## src/rtl/dma_fifo_pkg.sv

```systemverilog
// dma_fifo_pkg: sizing helpers shared by the DMA FIFO controller, its skid buffer
// and the RAM wrapper instantiation.
package dma_fifo_pkg;

    // Number of RAM entries for a given address width.
    function automatic int unsigned depth_f(input int unsigned addr_w);
        return 32'd1 << addr_w;
    endfunction

    // Skid entries needed to absorb every read that can be in flight.
    function automatic int unsigned skid_depth_f(input int unsigned rd_latency);
        return rd_latency + 32'd1;
    endfunction

    // LEVEL width: RAM occupancy plus skid/in-flight words, up to DEPTH+SKID_DEPTH.
    function automatic int unsigned level_w_f(input int unsigned addr_w);
        return addr_w + 32'd2;
    endfunction

    // Width of a counter that must hold the values 0..n.
    function automatic int unsigned cnt_w_f(input int unsigned n);
        return $clog2(n + 32'd1);
    endfunction

endpackage

```

## src/rtl/dma_fifo_skid.sv

```systemverilog
// dma_fifo_skid: small registered FIFO that holds RAM read data so the
// downstream side sees first-word-fall-through behaviour.
module dma_fifo_skid
    import dma_fifo_pkg::*;
#(
    parameter int unsigned WIDTH      = 128,
    parameter int unsigned SKID_DEPTH = 3
) (
    input  logic                              clk,
    input  logic                              rst,
    input  logic                              push,
    input  logic [WIDTH-1:0]                  push_data,
    input  logic                              pop,
    output logic [cnt_w_f(SKID_DEPTH)-1:0]    count,
    output logic [WIDTH-1:0]                  head
);
    localparam int unsigned CNT_W = cnt_w_f(SKID_DEPTH);
    localparam int unsigned IDX_W = $clog2(SKID_DEPTH);

    logic [IDX_W-1:0] rd_idx_q, rd_idx_d;
    logic [IDX_W-1:0] wr_idx_q, wr_idx_d;
    logic [CNT_W-1:0] count_q, count_d;
    logic [WIDTH-1:0] mem_q [SKID_DEPTH];
    logic [WIDTH-1:0] mem_d [SKID_DEPTH];
    logic             do_pop;
    logic             full;

    function automatic logic [IDX_W-1:0] next_idx(input logic [IDX_W-1:0] idx);
        return (idx == IDX_W'(SKID_DEPTH - 1)) ? '0 : idx + 1'b1;
    endfunction

    assign do_pop = pop && (count_q != '0);
    assign full   = (count_q == CNT_W'(SKID_DEPTH));
    assign count  = count_q;
    assign head   = mem_q[rd_idx_q];

    // Next-state for the ring indices and occupancy; push and pop may coincide.
    always_comb begin
        rd_idx_d = rd_idx_q;
        wr_idx_d = wr_idx_q;
        if (push) begin
            wr_idx_d = next_idx(wr_idx_q);
        end
        if (do_pop) begin
            rd_idx_d = next_idx(rd_idx_q);
        end
        count_d = count_q + CNT_W'(push) - CNT_W'(do_pop);
    end

    // Storage update: write the incoming word at the tail.
    always_comb begin
        mem_d = mem_q;
        if (push) begin
            mem_d[wr_idx_q] = push_data;
        end
    end

    // Control state registers with synchronous reset.
    always_ff @(posedge clk) begin
        if (rst) begin
            rd_idx_q <= '0;
            wr_idx_q <= '0;
            count_q  <= '0;
        end else begin
            rd_idx_q <= rd_idx_d;
            wr_idx_q <= wr_idx_d;
            count_q  <= count_d;
        end
    end

    // Data storage registers; contents are meaningless while count is zero.
    always_ff @(posedge clk) begin
        mem_q <= mem_d;
    end

    // The upstream credit check must never let a word arrive with no room.
    a_no_overflow: assert property (@(posedge clk) disable iff (rst) !(push && full));

endmodule

```

## src/rtl/dma_fifo_ctrl.sv

```systemverilog
// dma_fifo_ctrl: pointer/flag controller for the DMA 2-port SRAM FIFO with a
// skid-buffered first-word-fall-through read side.
module dma_fifo_ctrl
    import dma_fifo_pkg::*;
#(
    parameter int unsigned WIDTH      = 128,
    parameter int unsigned ADDR_W     = 7,
    parameter int unsigned RD_LATENCY = 2
) (
    input  logic                           CLOCK,
    input  logic                           RESET,
    input  logic                           WR_VALID,
    output logic                           WR_READY,
    input  logic [WIDTH-1:0]               WR_DATA,
    output logic                           RAM_WEN,
    output logic [ADDR_W-1:0]              RAM_WADDR,
    output logic [WIDTH-1:0]               RAM_WDATA,
    output logic                           RAM_REN,
    output logic [ADDR_W-1:0]              RAM_RADDR,
    input  logic [WIDTH-1:0]               RAM_RDATA,
    output logic                           RD_VALID,
    input  logic                           RD_READY,
    output logic [WIDTH-1:0]               RD_DATA,
    output logic                           FULL,
    output logic                           EMPTY,
    output logic [level_w_f(ADDR_W)-1:0]   LEVEL
);
    localparam int unsigned DEPTH      = depth_f(ADDR_W);
    localparam int unsigned SKID_DEPTH = skid_depth_f(RD_LATENCY);
    localparam int unsigned CNT_W      = cnt_w_f(SKID_DEPTH);
    localparam int unsigned SUM_W      = CNT_W + 1;
    localparam int unsigned PTR_W      = ADDR_W + 1;
    localparam int unsigned LEVEL_W    = level_w_f(ADDR_W);

    logic [PTR_W-1:0]      wptr_q, wptr_d;
    logic [PTR_W-1:0]      rptr_q, rptr_d;
    logic [RD_LATENCY-1:0] inflight_q, inflight_d;
    logic [LEVEL_W-1:0]    level_q, level_d;

    logic [PTR_W-1:0]      occ;
    logic                  full;
    logic                  wr_hs;
    logic                  rd_hs;
    logic                  ren;
    logic [CNT_W-1:0]      inflight_cnt;
    logic [CNT_W-1:0]      skid_count;
    logic [SUM_W-1:0]      committed;
    logic [SUM_W-1:0]      credit_limit;

    // RAM occupancy from registered pointers; the wrap bit separates full from empty.
    assign occ   = wptr_q - rptr_q;
    assign full  = (occ == PTR_W'(DEPTH));
    assign wr_hs = WR_VALID && !full;
    assign rd_hs = RD_VALID && RD_READY;

    // A pop this cycle frees a skid slot before any newly issued read can land,
    // so it counts as credit; this keeps one read per cycle in steady state.
    assign committed    = SUM_W'(inflight_cnt) + SUM_W'(skid_count);
    assign credit_limit = SUM_W'(SKID_DEPTH) + SUM_W'(rd_hs);
    assign ren          = (occ != '0) && (committed < credit_limit);

    assign WR_READY  = !full;
    assign FULL      = full;
    assign RAM_WEN   = wr_hs;
    assign RAM_WADDR = wptr_q[ADDR_W-1:0];
    assign RAM_WDATA = WR_DATA;
    assign RAM_REN   = ren;
    assign RAM_RADDR = rptr_q[ADDR_W-1:0];
    assign RD_VALID  = (skid_count != '0);
    assign EMPTY     = (level_q == '0);
    assign LEVEL     = level_q;

    // Count reads currently travelling through the RAM pipeline.
    always_comb begin
        inflight_cnt = '0;
        for (int unsigned i = 0; i < RD_LATENCY; i++) begin
            inflight_cnt = inflight_cnt + CNT_W'(inflight_q[i]);
        end
    end

    // Shift a valid marker alongside each issued read until its data returns.
    always_comb begin
        inflight_d    = '0;
        inflight_d[0] = ren;
        for (int unsigned i = 1; i < RD_LATENCY; i++) begin
            inflight_d[i] = inflight_q[i-1];
        end
    end

    // Pointer and level next-state.
    always_comb begin
        wptr_d  = wptr_q + PTR_W'(wr_hs);
        rptr_d  = rptr_q + PTR_W'(ren);
        level_d = level_q + LEVEL_W'(wr_hs) - LEVEL_W'(rd_hs);
    end

    // State registers; clearing the in-flight markers drops any returning read data.
    always_ff @(posedge CLOCK) begin
        if (RESET) begin
            wptr_q     <= '0;
            rptr_q     <= '0;
            inflight_q <= '0;
            level_q    <= '0;
        end else begin
            wptr_q     <= wptr_d;
            rptr_q     <= rptr_d;
            inflight_q <= inflight_d;
            level_q    <= level_d;
        end
    end

    dma_fifo_skid #(
        .WIDTH      (WIDTH),
        .SKID_DEPTH (SKID_DEPTH)
    ) u_skid (
        .clk       (CLOCK),
        .rst       (RESET),
        .push      (inflight_q[RD_LATENCY-1]),
        .push_data (RAM_RDATA),
        .pop       (rd_hs),
        .count     (skid_count),
        .head      (RD_DATA)
    );

endmodule

```

## config.mk

```make
export PLATFORM = sky130hd
export DESIGN_NAME = dma_fifo_ctrl
export DESIGN_NICKNAME = d
export VERILOG_FILES = /design/src/rtl/dma_fifo_pkg.sv /design/src/rtl/dma_fifo_skid.sv /design/src/rtl/dma_fifo_ctrl.sv
export SDC_FILE = /design/constraint.sdc
export NUM_CORES = 1
export LEC_CHECK = 0
export BUFFER_PORTS_ARGS = -buffer_cell sky130_fd_sc_hd__buf_2
export CAP_MARGIN = 15
export CORE_AREA = 2 2 212 214
export CTS_BUF_LIST = sky130_fd_sc_hd__clkbuf_4
export CTS_CLUSTER_SIZE = 24
export DETAILED_ROUTE_END_ITERATION = 8
export DIE_AREA = 0 0 214 216
export PLACE_DENSITY = 0.69
export SYNTH_ARGS = -nofsm -noshare
export SYNTH_HDL_FRONTEND = slang
export SYNTH_SLANG_ARGS = --single-unit
export TNS_END_PERCENT = 50
```

## constraint.sdc

```tcl
create_clock -name CLOCK -period 27.4 [get_ports CLOCK]
set_clock_uncertainty 0.1 [all_clocks]
set_input_delay 5.48 -clock CLOCK [delete_from_list [all_inputs] [get_ports CLOCK]]
set_output_delay 5.48 -clock CLOCK [all_outputs]
set_load 0.05 [all_outputs]
```

After elaboration in Yosys (flattened, before gate mapping)
Index checks and enable logic that the tools add are counted.

Bits in registers: 417. Input bits: 260. Output and inout bits: 285. Word-level logic and storage cells: 48.

Add/sub/neg operators: 12. Order comparisons: 4. Equal/unequal tests: 3. Mux-type cells: 8. Bitwise logic cells: 2. Reduce and logical (&&, ||, !) cells: 9.

Operator list (count): 384-bit bitwise mux (1); 128-bit 2-to-1 mux (3); 128-bit binary-select mux with 2-bit select (1); 128-bit demux with 2-bit select (1); 8-bit by 1-bit adder with 8-bit output (2); 9-bit by 1-bit adder with 9-bit output (1); 9-bit zero test (1); 9-bit by 1-bit subtractor with 9-bit output (1); 8-bit equality test, second input constant (1); 8-bit nonzero test (1); 8-bit subtractor (1); 3-bit greater-or-equal comparator, second input constant (2); 2-bit NOT with 3-bit output (2); 1-bit logical AND (5); 2-bit by 1-bit adder with 2-bit output, second input constant (2); 2-bit equality test, second input constant (2); 2-bit 2-to-1 mux (2); 2-bit by 1-bit adder with 3-bit output, first input constant (1); 2-bit by 2-bit adder with 3-bit output (1); 3-bit by 1-bit less-than comparator with 1-bit output, second input constant (1); 3-bit less-than comparator (1); 1-bit by 1-bit adder with 2-bit output (1); 2-bit by 1-bit adder with 2-bit output (1); 2-bit nonzero test (1); other kinds (2) (2).

Depth between registers and ports, before layout
Gate-level depths: netlist (run 1).

Depth after elaboration: 6. Mapped depth: 14. Mapped depth without buffers: 14.

Cells and area by module
From an unflattened synthesis (run 1), not the netlist that was laid out.

Cells, all modules: 1055. Area total of the unflattened synthesis: 17423.0 um^2.

Modules (own cells, without submodules): dma_fifo_skid (times used 1, cells each 712, area each 14590.2 um^2, seq. area each 11651.2 um^2); dma_fifo_ctrl (times used 1, cells each 343, area each 2832.7 um^2, seq. area each 540.5 um^2).

Worst setup path before layout (run 1)
Ideal clock, no wire load.

Path type: input -> output. Start point: input port RD_READY. End point: output port RAM_REN. Data arrival time: 6.967 ns. Data required time: 21.820 ns. Setup slack: 14.853 ns. Cell stages on the path: 7. Path buffers: 0. Path through: nand2_4 -> inv_2 -> ha_1 -> o21a_1 -> o21ai_1 -> nand2b_1 -> a21oi_1.

Cells in the longest elaborated chain, start to end: 4.

Ends and longest elaborated chain: from (decl) (line dma_fifo_ctrl.sv:22) `input logic RD_READY,`; 1-bit logical AND (line dma_fifo_ctrl.sv:54) `assign rd_hs = RD_VALID && RD_READY;`; 2-bit by 1-bit adder with 3-bit output (line dma_fifo_ctrl.sv:59) `assign credit_limit = SUM_W'(SKID_DEPTH) + SUM_W'(rd_hs);`; 3-bit less-than comparator (line dma_fifo_ctrl.sv:60) `assign ren = (occ != '0) && (committed < credit_limit);`; 1-bit logical AND (line dma_fifo_ctrl.sv:60); to (decl) (line dma_fifo_ctrl.sv:18) `output logic RAM_REN,`.

No other way between the ends.

Worst setup path after layout (run 1)
Same ends and word-level chain as after synthesis.

==> results.tsv, run 1 <==
stage	metric	value	unit
floorplan	core area	43800	um2
sta	pins over their slew limit	0	
drt	# DRC	0	
sta	min cycle time layout	12350	ps
setup_path	WP data arrival	6770	ps
synthesis	Mapped Area	17300	um2
power	internal power	1.16	mW
floorplan	die area	46200	um2
synthesis	Post-synth ARST share	0	
floorplan	die height	216	um
grt	vias in the first global route	10200	
synthesis	most common cell in the netlist	edfxtp_1	
sta	Setup TNS Final	0	ps
run	max_cap viols	0	
setup_path	CP required	21820	ps
setup_path	crit path kind	in -> out	
synthesis	fraction of the yosys area taken by sequential cells	0.705	
floorplan	row cnt	77	
place	Post-DP HPWL	35.2	mm
cells_and_area	Final Non-Filler Cells	2074	
sta	RSZ-0062 raised after global routing	false	
setup_path	Worst Setup Start Kind	primary input	
synthesis	Synthesized Nets	1478	
drt	ANT nets after route	0	
clocking	clock latency on the worst-skew pair	800	ps
cells_and_area	register area	12200	um2
clocking	post-CTS setup buffer count	0	
synthesis	mean post-synth cell area	14.5	um2
synthesis	top cells by area, synth	edfxtp_1, mux2i_1, buf_4	
power	P_leak	6.92	nW
drt	Initial DRT Pass Iterations	5	
cells_and_area	synthesis-to-layout area growth	13.0	%
sta	f_max	81.0	MHz
hold_path	Hold Path Class	reg -> reg	
clocking	Resized cells post-CTS	0	
floorplan	initial core utilization	0.394	
drt	DR vias/cell	4.87	
synthesis	post-synthesis register bit count	417	
cells_and_area	Filler cells	3936	
clocking	CTS Buffer Depth	3	
power	sw frac	0.380	
sta	Slew HR	0.416	
floorplan	Die W	214	um
synthesis	Yosys top cell area share	0.667	
clocking	CTS tree	yes	
cells_and_area	post-layout util	0.445	
sta	final hold vios	0	
cells_and_area	area of the multi-input gates	3720	um2
sta	Tightest Pin Transition	876	ps
hold_path	hold path depth	1	
clocking	clock sinks	417	
cells_and_area	Final nets	1696	
place	Placed Cells	1894	
grt	GRT Overall Usage	0.208	
drt	wire per inst	23.7	um
floorplan	IO Count	545	
sta	Final period util	0.451	
place	I/O Buffers	288	
grt	initial antenna violation count	5	
power	Logic pwr share	0.326	
drt	DRT Wirelength	49.1	mm
synthesis	Yosys warning count	0	
drt	initial drt markers	494	
power	sw power	713	uW
power	Seq pwr share	0.418	
power	clock share of power	0.255	
clocking	cts bufs inserted	102	
power	PwrDens	96.1	nW/um2
drt	DR vias	10100	
power	maximum vdd drop	0.0578	mV
synthesis	ys flop type	edfxtp_1	
grt	largest net degree at the start of global routing	83	
clocking	H-tree depth	3	
grt	GRT overflow	0	
synthesis	Mapped Cells	1188	
setup_path	crit end category	primary output	
setup_path	CP Max Fanout	5	
clocking	cts hold-fix bufs	0	
grt	first-pass GRT wire length	68.8	mm
setup_path	reg2reg path depth	14	
status	outcome	completed	
synthesis	Yosys top cell by area	edfxtp_1	
synthesis	Post-synth EDFFs	384	
sta	Final setup viols	0	
synthesis	Netlist cell types	47	
place	Routability Congestion	1.01	
clocking	Root Driver	clkbuf_4	
cells_and_area	layout cells sized above 1	0.314	
synthesis	synth cell count leaders	edfxtp_1, buf_4, nand2_1, mux2i_1, o21ai_0	
clocking	Worst-path clk slew	70	ps
[cells in the final DEF (no fill, tap or decap), drive strengths merged, types with 5 or more instances in the layout]
| master | synthesis | layout |
|---|---|---|
| a21oi | 9 | 9 |
| buf | 172 | 303 |
| clkbuf | 17 | 137 |
| clkinv | 0 | 36 |
| dfxtp | 33 | 33 |
| edfxtp | 384 | 384 |
| ha | 28 | 28 |
| inv | 24 | 28 |
| mux2i | 129 | 129 |
| nand2 | 137 | 137 |
| nand3 | 12 | 12 |
| nand4 | 5 | 5 |
| nor2 | 30 | 30 |
| nor2b | 11 | 11 |
| nor3 | 6 | 6 |
| o21ai | 131 | 131 |
| xnor2 | 14 | 14 |
| xor2 | 8 | 8 |
[cells by family (layout without fill, tap and decap cells)]
kind of cell	Yosys count	in the layout	share of synthesized area
flops	417	417	0.705
compound gates	158	158	0.0500
mux	130	130	0.0756
other cells	0	2	0
simple gates	218	218	0.0544
fa+ha+maj	30	30	0.0226
buf+inv	213	505	0.0809
xor+xnor	22	22	0.0112
[critical path, cell delays in order]
cell      delay [ps]
buf_2            110
nand2_4           70
inv_2             60
ha_1             290
o21a_1           110
o21ai_1          110
nand2b_1          90
a21oi_1          160
buf_2            290
[routing by layer]
metal  GRT usage  vias up  wire, um
li1            -     4665         -
met4      0.0965       10      1650
met3       0.155       75      7830
met2       0.348      530     24400
met1       0.184     4811     15100
met5      0.0125        -       138
[area by class of cell]
type | instances | area share
multi-input combinational | 558 | 0.190
clock buffer | 137 | 0.0527
timing repair buffer | 303 | 0.0796
antenna | 2 | 0.000256
tap | 592 | 0.0379
sequential | 417 | 0.625
inverter | 24 | 0.00461
clock inverter | 41 | 0.00987
[metrics by stage]
stage | hold WS, ps | power (mW) | worst slack (ps) | cell area, um2
2_1_floorplan | 373 | 1.33 | 14850 | 17300
3_3_place_gp | 407 | 1.41 | 15010 | 18300
3_5_place_dp | 399 | 1.42 | 15030 | 18300
4_1_cts | 432 | 1.90 | 15030 | 19500
5_1_grt | 419 | 1.97 | 14930 | 19500
6_report | 427 | 1.88 | 15050 | 19500
[power groups by stage]
stage          Sequential [mW]  Combinational [mW]  Clock (mW)
4_1_cts                  0.785               0.618       0.497
3_3_place_gp             0.796               0.612           0
2_1_floorplan            0.822               0.503           0
6_report                 0.785               0.612       0.479
5_1_grt                  0.790               0.651       0.526
3_5_place_dp             0.798               0.617           0
[final timing paths]
| path | slack, ps | from | end |
|---|---|---|---|
| worst min-delay path | 430 | inflight_q[0]$_SDFF_PP0_ | inflight_q[1]$_SDFF_PP0_ |
| worst min register to register | 430 | inflight_q[0]$_SDFF_PP0_ | inflight_q[1]$_SDFF_PP0_ |
| worst max-delay path | 15050 | RD_READY | RAM_REN |
| worst max register to register | 23830 | rptr_q[2]$_SDFF_PP0_ | LEVEL[8]$_SDFF_PP0_ |
[state kept, by name, summed over array words and instances, names as in the netlist]
signal,cells
u_skid.mem_q,384
LEVEL,9
u_skid.rd_idx_q,2
rptr_q,8
u_skid.wr_idx_q,2
u_skid.count,2
inflight_q,2
wptr_q,8
Power figures use the tool's default switching activity.
==> run 2: changes to the inputs <==
ABC_AREA = 1   (was not set)
CORE_AREA = 2 2 211 213   (was 2 2 212 214)
DIE_AREA = 0 0 213 215   (was 0 0 214 216)
clock period = 11.6 ns   (was 27.4 ns; I/O delays follow)
==> results.tsv, run 2 <==
stage	metric	value	unit	change
clocking	clock latency on the worst-skew pair	820	ps	was 800 ps
power	P_leak	7.69	nW	was 6.92 nW
synthesis	most common cell in the netlist	nand2_1		was edfxtp_1
grt	vias in the first global route	10700		was 10200
run	max_cap viols	0		unchanged
drt	wire per inst	23.0	um	was 23.7 um
floorplan	initial core utilization	0.390		was 0.394
synthesis	fraction of the yosys area taken by sequential cells	0.716		was 0.705
sta	Tightest Pin Transition	1080	ps	was 876 ps
synthesis	ys flop type	edfxtp_1		unchanged
clocking	Worst-path clk slew	70	ps	about the same
sta	PnR worst setup slack	5370	ps	was 15050 ps
drt	Initial DRT Pass Iterations	5		unchanged
hold_path	hold path depth	2		was 1
synthesis	Post-synth ARST share	0		unchanged
grt	first-pass GRT wire length	71.4	mm	was 68.8 mm
power	Seq pwr share	0.349		was 0.418
place	pre-CTS setup slack	5670	ps	was 15030 ps
power	sw frac	0.459		was 0.380
clocking	post-CTS setup buffer count	0		unchanged
place	Routability Congestion	0.930		was 1.01
cells_and_area	area of the multi-input gates	3330	um2	was 3720 um2
setup_path	reg2reg setup slack	7990	ps	was 23830 ps
sta	Final setup viols	0		unchanged
clocking	Resized cells post-CTS	0		unchanged
synthesis	Netlist cell types	30		was 47
hold_path	hold path startpoint	inflight_q[0]$_SDFF_PP0_		unchanged
cells_and_area	synthesis-to-layout area growth	13.5	%	was 13.0%
place	Post-DP HPWL	37.4	mm	was 35.2 mm
synthesis	Yosys top cell area share	0.677		was 0.667
sta	Setup TNS Final	0	ps	unchanged
clocking	CTS tree	yes		unchanged
synthesis	synth cell count leaders	nand2_1, edfxtp_1, nand3_1, buf_4, inv_1		was edfxtp_1, buf_4, nand2_1, mux2i_1, o21ai_0
clocking	clock sinks	417		unchanged
sta	Final period util	0.537		
cells_and_area	Largest Register	u_skid.mem_q		unchanged
synthesis	top cells by area, synth	edfxtp_1, nand2_1, buf_4		was edfxtp_1, mux2i_1, buf_4
synthesis	Yosys warning count	0		unchanged
sta	RSZ-0062 raised after global routing	false		unchanged
floorplan	core area	43600	um2	was 43800 um2
setup_path	Worst Setup Start Kind	flop		was primary input
floorplan	die area	45800	um2	was 46200 um2
clocking	CTS Buffer Depth	3		unchanged
drt	initial drt markers	737		was 494
sta	pins over their slew limit	0		unchanged
clocking	H-tree depth	3		unchanged
setup_path	crit end category	primary output		unchanged
cells_and_area	most frequent cells in the layout	nand2_1, edfxtp_1, buf_2		was edfxtp_1, buf_2, clkbuf_4
setup_path	WP data arrival	3810	ps	was 6770 ps
power	internal power	2.88	mW	was 1.16 mW
grt	GRT overflow	0		unchanged
hold_path	Hold Path Class	reg -> reg		unchanged
drt	DRT Wirelength	52.4	mm	was 49.1 mm
grt	initial antenna violation count	12		was 5
drt	DR vias/cell	4.81		was 4.87
power	sw power	2.44	mW	was 713 uW
synthesis	Mapped Cells	1386		was 1188
sta	final hold vios	0		unchanged
grt	GRT Overall Usage	0.222		was 0.208
cells_and_area	Filler cells	4018		was 3936
clocking	cts hold-fix bufs	0		unchanged
synthesis	Yosys top cell by area	edfxtp_1		unchanged
floorplan	Die W	213	um	was 214 um
setup_path	worst flop-to-flop path startpoint	rptr_q[2]$_SDFF_PP0_		unchanged
floorplan	die height	215	um	was 216 um
setup_path	CP required	9180	ps	was 21820 ps
synthesis	Mapped Area	17000	um2	was 17300 um2
hold_path	Worst Hold End	inflight_q[1]$_SDFF_PP0_		unchanged
sta	Slew HR	0.283		was 0.416
setup_path	Reg-to-Reg End	LEVEL[6]$_SDFF_PP0_		was LEVEL[8]$_SDFF_PP0_
setup_path	reg2reg path depth	19		was 14
sta	f_max	161	MHz	
synthesis	post-synthesis register bit count	417		unchanged
cells_and_area	most common cell after layout, fill and taps aside	nand2_1		was edfxtp_1
cells_and_area	Final nets	1894		was 1696
place	I/O Buffers	288		unchanged
synthesis	Synthesized Nets	1676		was 1478
sta	min cycle time layout	6230	ps	
drt	ANT nets after route	0		unchanged
setup_path	CP Max Fanout	59		was 5
floorplan	row cnt	77		unchanged
grt	largest net degree at the start of global routing	75		was 83
floorplan	IO Count	545		unchanged
setup_path	crit path kind	reg -> out		was in -> out
cells_and_area	layout cells sized above 1	0.278		was 0.314
cells_and_area	register area	12200	um2	about the same
power	maximum vdd drop	0.237	mV	was 0.0578 mV
power	clock share of power	0.221		was 0.255
synthesis	mean post-synth cell area	12.3	um2	was 14.5 um2
power	Logic pwr share	0.430		was 0.326
synthesis	Post-synth EDFFs	384		unchanged
clocking	cts bufs inserted	102		unchanged
power	PwrDens	275	nW/um2	was 96.1 nW/um2
cells_and_area	max FFs per register	384		unchanged
status	outcome	completed		unchanged
drt	DR vias	11000		was 10100
clocking	Root Driver	clkbuf_4		unchanged
drt	# DRC	0		unchanged
==> run 2: cell count changes after synthesis, moves of 15 or more <==
cell / change
inv_1: +39
clkbuf_1: -15
buf_2: +22
nand2_1: +301
o21ai_0: -114
mux2i_1: -129
a21oi_1: +16
nand3_1: +132
==> run 2: worst max path at each step <==
stage                                    start                          end  slack, ps
3_5_place_dp                          RD_READY                      RAM_REN       5670
2_1_floorplan         inflight_q[1]$_SDFF_PP0_  u_skid.mem_q[256]$_DFFE_PP_       1590
6_report       u_skid.rd_idx_q[1]$_SDFFE_PP0P_                  RD_DATA[42]       5370
4_1_cts        u_skid.rd_idx_q[0]$_SDFFE_PP0P_                 RD_DATA[122]       5130
3_3_place_gp                          RD_READY                      RAM_REN       5690
5_1_grt        u_skid.rd_idx_q[0]$_SDFFE_PP0P_                 RD_DATA[114]       5010
==> run 2: area by class of cell <==
type / count / share of cell area
Multi-Input combinational cell: 719 / 0.172
Antenna cell: 10 / 0.00129
Sequential cell: 417 / 0.631
Clock inverter: 35 / 0.00932
Tap cell: 592 / 0.0383
Timing Repair Buffer: 301 / 0.0796
Clock buffer: 144 / 0.0559
Inverter: 63 / 0.0124
==> run 2: metrics by stage <==
stage               cell area [um2]  power [mW]  instances   util  hold slack, ps
detailed placement            18000        4.18       2092  0.413             348
global placement              18000        4.16       2092  0.413             351
finish                        19300        5.31       2281  0.443             355
floorplan                     17000        3.74       1386      -             329
CTS                           19300        5.37       2271  0.442             361
global route                  19300        5.58       2279  0.443             403
==> run 2: power groups by stage <==
stage | clock network (mW) | registers (mW) | logic (mW)
6_report | 1.17 | 1.86 | 2.29
4_1_cts | 1.21 | 1.86 | 2.31
2_1_floorplan | 0 | 1.96 | 1.78
3_5_place_dp | 0 | 1.89 | 2.30
3_3_place_gp | 0 | 1.88 | 2.28
5_1_grt | 1.27 | 1.87 | 2.44
==> run 2: cells by family (layout without fill, tap and decap cells) <==
group,Yosys count,in the layout,synth area share
simple gates,637,637,0.153
flops,417,417,0.716
buf+inv,250,543,0.0903
compound gates,48,48,0.0155
fa+ha+maj,30,30,0.0229
xor+xnor,4,4,0.00206
other cells,0,10,0
==> run 2: per-layer routing <==
layer / GRT usage / routed length (um)
met1: 0.183 / 14800
met2: 0.357 / 24700
met3: 0.165 / 9010
met4: 0.163 / 3820
met5: 0 / 34
==> run 2: critical path: stages (launching register included) <==
cell and delay (ps):
dfxtp_1 370, inv_1 110, nor2_4 600, buf_4 640, buf_4 700, nand2_1 110
nand3_1 140, buf_2 300
